## src/rtl/traffic_pkg.sv

```systemverilog
// Shared encodings for the intersection controller: phase codes, lamp patterns
// and a small helper for sizing the phase timer.
package traffic_pkg;

  localparam logic [2:0] NS_GRN   = 3'd0;
  localparam logic [2:0] NS_YEL   = 3'd1;
  localparam logic [2:0] ALLRED_A = 3'd2;
  localparam logic [2:0] EW_GRN   = 3'd3;
  localparam logic [2:0] EW_YEL   = 3'd4;
  localparam logic [2:0] WALK     = 3'd5;
  localparam logic [2:0] ALLRED_B = 3'd6;

  typedef enum logic [2:0] {
    StNsGrn   = NS_GRN,
    StNsYel   = NS_YEL,
    StAllredA = ALLRED_A,
    StEwGrn   = EW_GRN,
    StEwYel   = EW_YEL,
    StWalk    = WALK,
    StAllredB = ALLRED_B
  } state_e;

  // Lamp vectors are indexed [0:2] = {green, yellow, red}
  localparam logic [0:2] LAMP_GREEN  = 3'b100;
  localparam logic [0:2] LAMP_YELLOW = 3'b010;
  localparam logic [0:2] LAMP_RED    = 3'b001;

  function automatic int unsigned max_of(input int unsigned a, input int unsigned b);
    return (a > b) ? a : b;
  endfunction

endpackage

```

## src/rtl/intersection_ctrl_if.sv

```systemverilog
// Sensor inputs and lamp outputs of the intersection controller.
// The controller takes the slave side; the board/bench takes the master side.
interface intersection_ctrl_if;
  logic       ew_car;
  logic       ped_btn;
  logic [0:2] ns_ld;
  logic [0:2] ew_ld;
  logic       walk;
  logic       ped_wait;

  modport master (
    output ew_car, ped_btn,
    input  ns_ld, ew_ld, walk, ped_wait
  );

  modport slave (
    input  ew_car, ped_btn,
    output ns_ld, ew_ld, walk, ped_wait
  );
endinterface

```

## src/rtl/tick_divider.sv

```systemverilog
// Free-running divider producing a one-cycle tick every TICK_DIV clocks.
// restart forces the count back to zero so a new phase starts on a full period.
module tick_divider #(
  parameter int unsigned TICK_DIV = 50_000_000
) (
  input  logic clk,
  input  logic rst,
  input  logic restart,
  output logic tick
);

  localparam int unsigned CntW = (TICK_DIV > 1) ? $clog2(TICK_DIV) : 1;
  localparam logic [CntW-1:0] CntMax = CntW'(TICK_DIV - 1);

  logic [CntW-1:0] cnt_q, cnt_d;

  assign tick = (cnt_q == CntMax);

  always_comb begin
    cnt_d = cnt_q + CntW'(1);
    if (restart || tick) cnt_d = '0;
  end

  always_ff @(posedge clk or posedge rst) begin
    if (rst) cnt_q <= '0;
    else     cnt_q <= cnt_d;
  end

endmodule

```

## src/rtl/intersection_ctrl.sv

```systemverilog
// Two-head traffic light sequencer with pedestrian walk phase. NS rests green
// until a side-road car or latched pedestrian request pulls the cycle round.
module intersection_ctrl
  import traffic_pkg::*;
#(
  parameter int unsigned TICK_DIV     = 50_000_000,
  parameter int unsigned GREEN_TICKS  = 10,
  parameter int unsigned YELLOW_TICKS = 3,
  parameter int unsigned ALLRED_TICKS = 1,
  parameter int unsigned WALK_TICKS   = 8
) (
  input logic               clk,
  input logic               rst,
  intersection_ctrl_if.slave bus
);

  localparam int unsigned MaxTicks =
    max_of(max_of(GREEN_TICKS, YELLOW_TICKS), max_of(ALLRED_TICKS, WALK_TICKS));
  localparam int unsigned TimerW = (MaxTicks > 1) ? $clog2(MaxTicks) : 1;

  typedef logic [TimerW-1:0] timer_t;

  function automatic timer_t load_val(input state_e s);
    case (s)
      StNsGrn, StEwGrn:     return timer_t'(GREEN_TICKS - 1);
      StNsYel, StEwYel:     return timer_t'(YELLOW_TICKS - 1);
      StWalk:               return timer_t'(WALK_TICKS - 1);
      default:              return timer_t'(ALLRED_TICKS - 1);
    endcase
  endfunction

  state_e     state_q, state_d;
  timer_t     timer_q, timer_d;
  logic       ped_q, ped_d;
  logic [0:2] ns_q, ns_d, ew_q, ew_d;
  logic       walk_q, walk_d;
  logic       tick, restart;

  tick_divider #(
    .TICK_DIV (TICK_DIV)
  ) u_tick_divider (
    .clk     (clk),
    .rst     (rst),
    .restart (restart),
    .tick    (tick)
  );

  always_comb begin
    state_d = state_q;
    if (tick && (timer_q == '0)) begin
      case (state_q)
        StNsGrn:   if (bus.ew_car || ped_q) state_d = StNsYel;
        StNsYel:   state_d = StAllredA;
        StAllredA: state_d = ped_q ? StWalk : StEwGrn;
        StEwGrn:   state_d = StEwYel;
        StEwYel:   state_d = StAllredB;
        StWalk:    state_d = StAllredB;
        StAllredB: state_d = StNsGrn;
        default:   state_d = StAllredB;
      endcase
    end

    restart = (state_d != state_q);

    // NS green rest keeps the timer parked at zero and re-checks every tick
    timer_d = timer_q;
    if (restart)                         timer_d = load_val(state_d);
    else if (tick && (timer_q != '0))    timer_d = timer_q - timer_t'(1);

    // Clear wins over a press on WALK entry and throughout WALK
    ped_d = ped_q | bus.ped_btn;
    if ((state_d == StWalk) || (state_q == StWalk)) ped_d = 1'b0;

    ns_d   = LAMP_RED;
    ew_d   = LAMP_RED;
    walk_d = 1'b0;
    case (state_d)
      StNsGrn: ns_d   = LAMP_GREEN;
      StNsYel: ns_d   = LAMP_YELLOW;
      StEwGrn: ew_d   = LAMP_GREEN;
      StEwYel: ew_d   = LAMP_YELLOW;
      StWalk:  walk_d = 1'b1;
      default: ;
    endcase
  end

  always_ff @(posedge clk or posedge rst) begin
    if (rst) begin
      state_q <= StAllredB;
      timer_q <= timer_t'(ALLRED_TICKS - 1);
      ped_q   <= 1'b0;
      ns_q    <= LAMP_RED;
      ew_q    <= LAMP_RED;
      walk_q  <= 1'b0;
    end else begin
      state_q <= state_d;
      timer_q <= timer_d;
      ped_q   <= ped_d;
      ns_q    <= ns_d;
      ew_q    <= ew_d;
      walk_q  <= walk_d;
    end
  end

  assign bus.ns_ld    = ns_q;
  assign bus.ew_ld    = ew_q;
  assign bus.walk     = walk_q;
  assign bus.ped_wait = ped_q;

endmodule

```

## src/flat_wrapper.sv

```systemverilog
// flat-port wrapper written by rule: the top's interface ports become plain ports
module intersection_ctrl_flat import traffic_pkg::*;
#(
  parameter int unsigned TICK_DIV     = 50_000_000,
  parameter int unsigned GREEN_TICKS  = 10,
  parameter int unsigned YELLOW_TICKS = 3,
  parameter int unsigned ALLRED_TICKS = 1,
  parameter int unsigned WALK_TICKS   = 8
)
  (clk, rst, bus_ew_car, bus_ped_btn, bus_ns_ld, bus_ew_ld, bus_walk, bus_ped_wait);
  intersection_ctrl_if bus_i ();
  input logic clk;
  input logic rst;
  input wire logic [$bits(bus_i.ew_car)-1:0] bus_ew_car;
  input wire logic [$bits(bus_i.ped_btn)-1:0] bus_ped_btn;
  output wire logic [$bits(bus_i.ns_ld)-1:0] bus_ns_ld;
  output wire logic [$bits(bus_i.ew_ld)-1:0] bus_ew_ld;
  output wire logic [$bits(bus_i.walk)-1:0] bus_walk;
  output wire logic [$bits(bus_i.ped_wait)-1:0] bus_ped_wait;
  assign bus_i.ew_car = bus_ew_car;
  assign bus_i.ped_btn = bus_ped_btn;
  assign bus_ns_ld = bus_i.ns_ld;
  assign bus_ew_ld = bus_i.ew_ld;
  assign bus_walk = bus_i.walk;
  assign bus_ped_wait = bus_i.ped_wait;
  intersection_ctrl #(.TICK_DIV(TICK_DIV), .GREEN_TICKS(GREEN_TICKS), .YELLOW_TICKS(YELLOW_TICKS), .ALLRED_TICKS(ALLRED_TICKS), .WALK_TICKS(WALK_TICKS)) u_core (.clk(clk), .rst(rst), .bus(bus_i));
endmodule
```

## config.mk

```make
export PLATFORM = sky130hd
export DESIGN_NAME = intersection_ctrl_flat
export DESIGN_NICKNAME = d
export VERILOG_FILES = /design/src/rtl/traffic_pkg.sv /design/src/rtl/intersection_ctrl_if.sv /design/src/rtl/tick_divider.sv /design/src/rtl/intersection_ctrl.sv /design/src/flat_wrapper.sv
export SDC_FILE = /design/constraint.sdc
export NUM_CORES = 1
export LEC_CHECK = 0
export BUFFER_PORTS_ARGS = -buffer_cell sky130_fd_sc_hd__buf_2
export CAP_MARGIN = 40
export CORE_ASPECT_RATIO = 0.9
export CORE_MARGIN = 3
export CORE_UTILIZATION = 45
export CTS_CLUSTER_DIAMETER = 60
export DETAILED_ROUTE_END_ITERATION = 8
export PLACE_DENSITY = 0.7
export SLEW_MARGIN = 10
export SYNTH_ARGS = -nofsm -noshare
export SYNTH_HDL_FRONTEND = slang
export SYNTH_SLANG_ARGS = --single-unit
export TNS_END_PERCENT = 30
```

## constraint.sdc

```tcl
create_clock -name clk -period 2.3 [get_ports clk]
set_input_delay 0.23 -clock clk [delete_from_list [all_inputs] [get_ports clk]]
set_output_delay 0.23 -clock clk [all_outputs]
set_load 0.05 [all_outputs]
```

==> impl_metrics.json <==
{
  "power_uw": 1250,
  "hpwlAfterDp_mm": 2.75,
  "criticalPathCategory": "flip-flop to flip-flop",
  "die_w_um": 77.1,
  "avgRoutedWirePerCell_um": 13.3,
  "rsz0062_at_grt": "false",
  "drtPass1Iterations": 4,
  "critPathSlowestCell": "or4_4",
  "drtAntennaViolNets": 0,
  "cts_num_sinks": 41,
  "syn_avg_cell_area_um2": 9.79,
  "cp_max_fo": 4,
  "final_nets": 237,
  "final_hold_viol_count": 0,
  "clk_path_buf_depth": 2,
  "via_count": 1534,
  "syn_nets": 216,
  "synth_area_leaders": "dfrtp_1 (45%), dfstp_2 (5.1%), xor2_1 (4.7%)",
  "synth_flop_cell": "dfrtp_1",
  "min_path_type": "input pin to asynchronous set/reset pin",
  "grt-ovfl-total": 0,
  "slew_headroom_pct": 63.9,
  "ys_seq_elements": 41,
  "drt_wl_total_mm": 3.86,
  "status": "finished, final reports clean",
  "gp_congestion": 0.840,
  "netlist_instances": 209,
  "nFillCells": 402,
  "drive_gt1_share_pct": 17.3,
  "synth.cell_area_mm2": 0.00205,
  "drc": 0,
  "vdd_drop_max_mv": 0.313,
  "area_growth_pct": 14.3,
  "antenna_found_initial": 0,
  "finalSetupViolations": 0,
  "cts_tree": "done",
  "whs_ps": 50.6,
  "yosys.area.top_type": "dfrtp_1",
  "fin_skew_ps": 8.46,
  "yosysSeqAreaShare_pct": 50.4,
  "core_area_mm2": 0.00424,
  "slew_violations": 0,
  "cts-root-buf": "clkbuf_8",
  "min_period_ps": 2160,
  "die_y_um": 70.0,
  "path_cells": "inv_1 -> ha_2 -> or3b_4 -> or4_4 -> or3_1 -> a21boi_2",
  "track_usage_pct": 15.9,
  "clkLatencyLatePin_ps": 290,
  "cts_setup_buffers": 0,
  "synth.distinct_cells": 45,
  "dieArea_mm2": 0.00539,
  "numCtsBuffers": 5,
  "synth_top_area_share_pct": 45.3,
  "worstPathRequired_ps": 2530,
  "p_leak_uw": 0.00101,
  "max_freq_ghz": 0.463,
  "worstMarginPinSlew_ps": 537,
  "arrival_ps": 2390,
  "start_util_pct": 48.3,
  "totalNegativeSetupSlack_ps": 0,
  "grt_pass1_vias": 1479,
  "power.density_mw_per_mm2": 537,
  "rows": 22,
  "max-cap-violations": 0,
  "post-route-period-util_pct": 93.9,
  "h-tree-depth": 2,
  "clkTransAtPathRegs_ps": 80,
  "cp-end-kind": "flip-flop",
  "async_flop_share_pct": 100,
  "grt_pass1_wl_mm": 6.92,
  "grt_max_degree": 42,
  "ios": 12,
  "drt_iter0_markers": 145,
  "port_buffers": 11,
  "antenna_cells": 0,
  "critPathLaunchType": "flip-flop",
  "via_per_inst": 5.27,
  "synth_warnings": 0,
  "synth-edff-count": 0,
  "cpPeakStageDelay_ps": 530
}
==> area by class of cell <==
cell class | count | area [µm²] | area share, %
sequential | 41 | 1030 | 44.1
clock inverter | 1 | 5.00 | 0.214
tap | 60 | 75.1 | 3.21
timing repair buffer | 21 | 130 | 5.57
clock buffer | 7 | 96.3 | 4.12
inverter | 8 | 30.0 | 1.28
multi-input combinational | 153 | 970 | 41.5
==> cells by family (layout without fill, tap and decap cells) <==
logic type                 Yosys count  count (layout)  synth area share, %
and+or+nand+nor                     93              93                 24.6
DFF                                 41              41                 50.4
AOI/OAI and AO/OA                   36              36                 11.2
xor gates and xnor gates            19              19                 8.13
buffers and inverters               15              37                 2.81
adders and majority gates            3               3                 1.84
muxes                                2               2                0.979
==> worst paths after layout <==
check / from / endpoint / slack [ps] / cells past startpoint
worst min-delay path: rst / u_core.bus.walk / 50 / 3
min in group clk: bus_ped_btn / u_core.bus.ped_wait / 250 / 3
worst min register to register: u_core.u_tick_divider.cnt_q[6] / u_core.u_tick_divider.cnt_q[6] / 480 / 1
worst max register to register: u_core.timer_q[1] / u_core.bus.ns_ld[1] / 140 / 6
worst max-delay path: u_core.timer_q[1] / u_core.bus.ns_ld[1] / 140 / 6
max in group asynchronous: rst / u_core.state_q[2] / 1890 / 3
==> cells in the mapped netlist, drive strengths merged (2+ instances only) <==
cell,n
dfrtp,37
nor2,25
nand3,15
nand2,13
o21ai,12
nand4,11
xor2,11
inv,8
xnor2,8
clkbuf,6
a21oi,5
a31oi,5
nor3,5
dfstp,4
or3,4
ha,3
nor2b,3
nor4,3
a211o,2
a21boi,2
and2,2
and3,2
mux2i,2
o211ai,2
o31ai,2
==> placed cells by master (no fill, tap or decap), types with 2 or more instances in the layout <==
cell type  count
dfrtp_1       37
nor2_1        25
nand3_1       15
nand2_1       13
o21ai_0       12
nand4_1       11
xor2_1        11
buf_2         11
buf_4         10
inv_1          8
xnor2_1        8
clkbuf_8       7
nor3_1         5
a21oi_1        5
a31oi_1        5
or3_1          4
dfstp_2        4
nor2b_1        3
and3_1         2
mux2i_1        2
a211o_1        2
and2_1         2
o211ai_1       2
o31ai_1        2
ha_1           2
==> flip-flops by register name (all words and copies together), names as in the netlist <==
register                     cells
u_core.bus.ew_ld                 3
u_core.bus.ns_ld                 3
u_core.bus.ped_wait              1
u_core.bus.walk                  1
u_core.state_q                   3
u_core.timer_q                   4
u_core.u_tick_divider.cnt_q     26
==> metal layers <==
metal  track usage, %  share of wire, %  vias up
met5                0                 0        -
met4             4.74               1.0        0
met3             3.87               2.7        5
li1                 -                 -      794
met1             23.4                53      718
met2             22.9                43       17
==> stage by stage <==
step	setup slack (ps)	cells	area (µm²)	util, %
final	140	291	2340	55.1
after detailed placement	36.7	283	2220	52.4
after CTS	29.5	291	2320	54.8
after global routing	27.6	291	2340	55.1
after floorplan	25.3	209	2050	-
after global placement	101	283	2220	52.4
==> where the power goes <==
group	switching [µW]	internal, µW	total, µW
Clock	245	271	516
Sequential	0.000000000000155	721	721
Combinational	14.7	3.15	17.8
==> what timing repair did <==
| item | CTS | global route |
|---|---|---|
| endpoints found under the setup margin | 0 | 4 |
| gates resized for setup | 0 | 4 |
| hold buffers | 0 | 0 |
==> worst max-delay path: cells and delay by family, from the launching register on <==
kind	cells	cell delay, ps
AO/OA/AOI/OAI	1	120
flip-flops	1	380
buffers and inverters	1	110
adder cells (fa/ha/maj)	1	190
AND/OR/NAND/NOR	3	1300
Note: power is estimated with default switching activity, not from simulation.
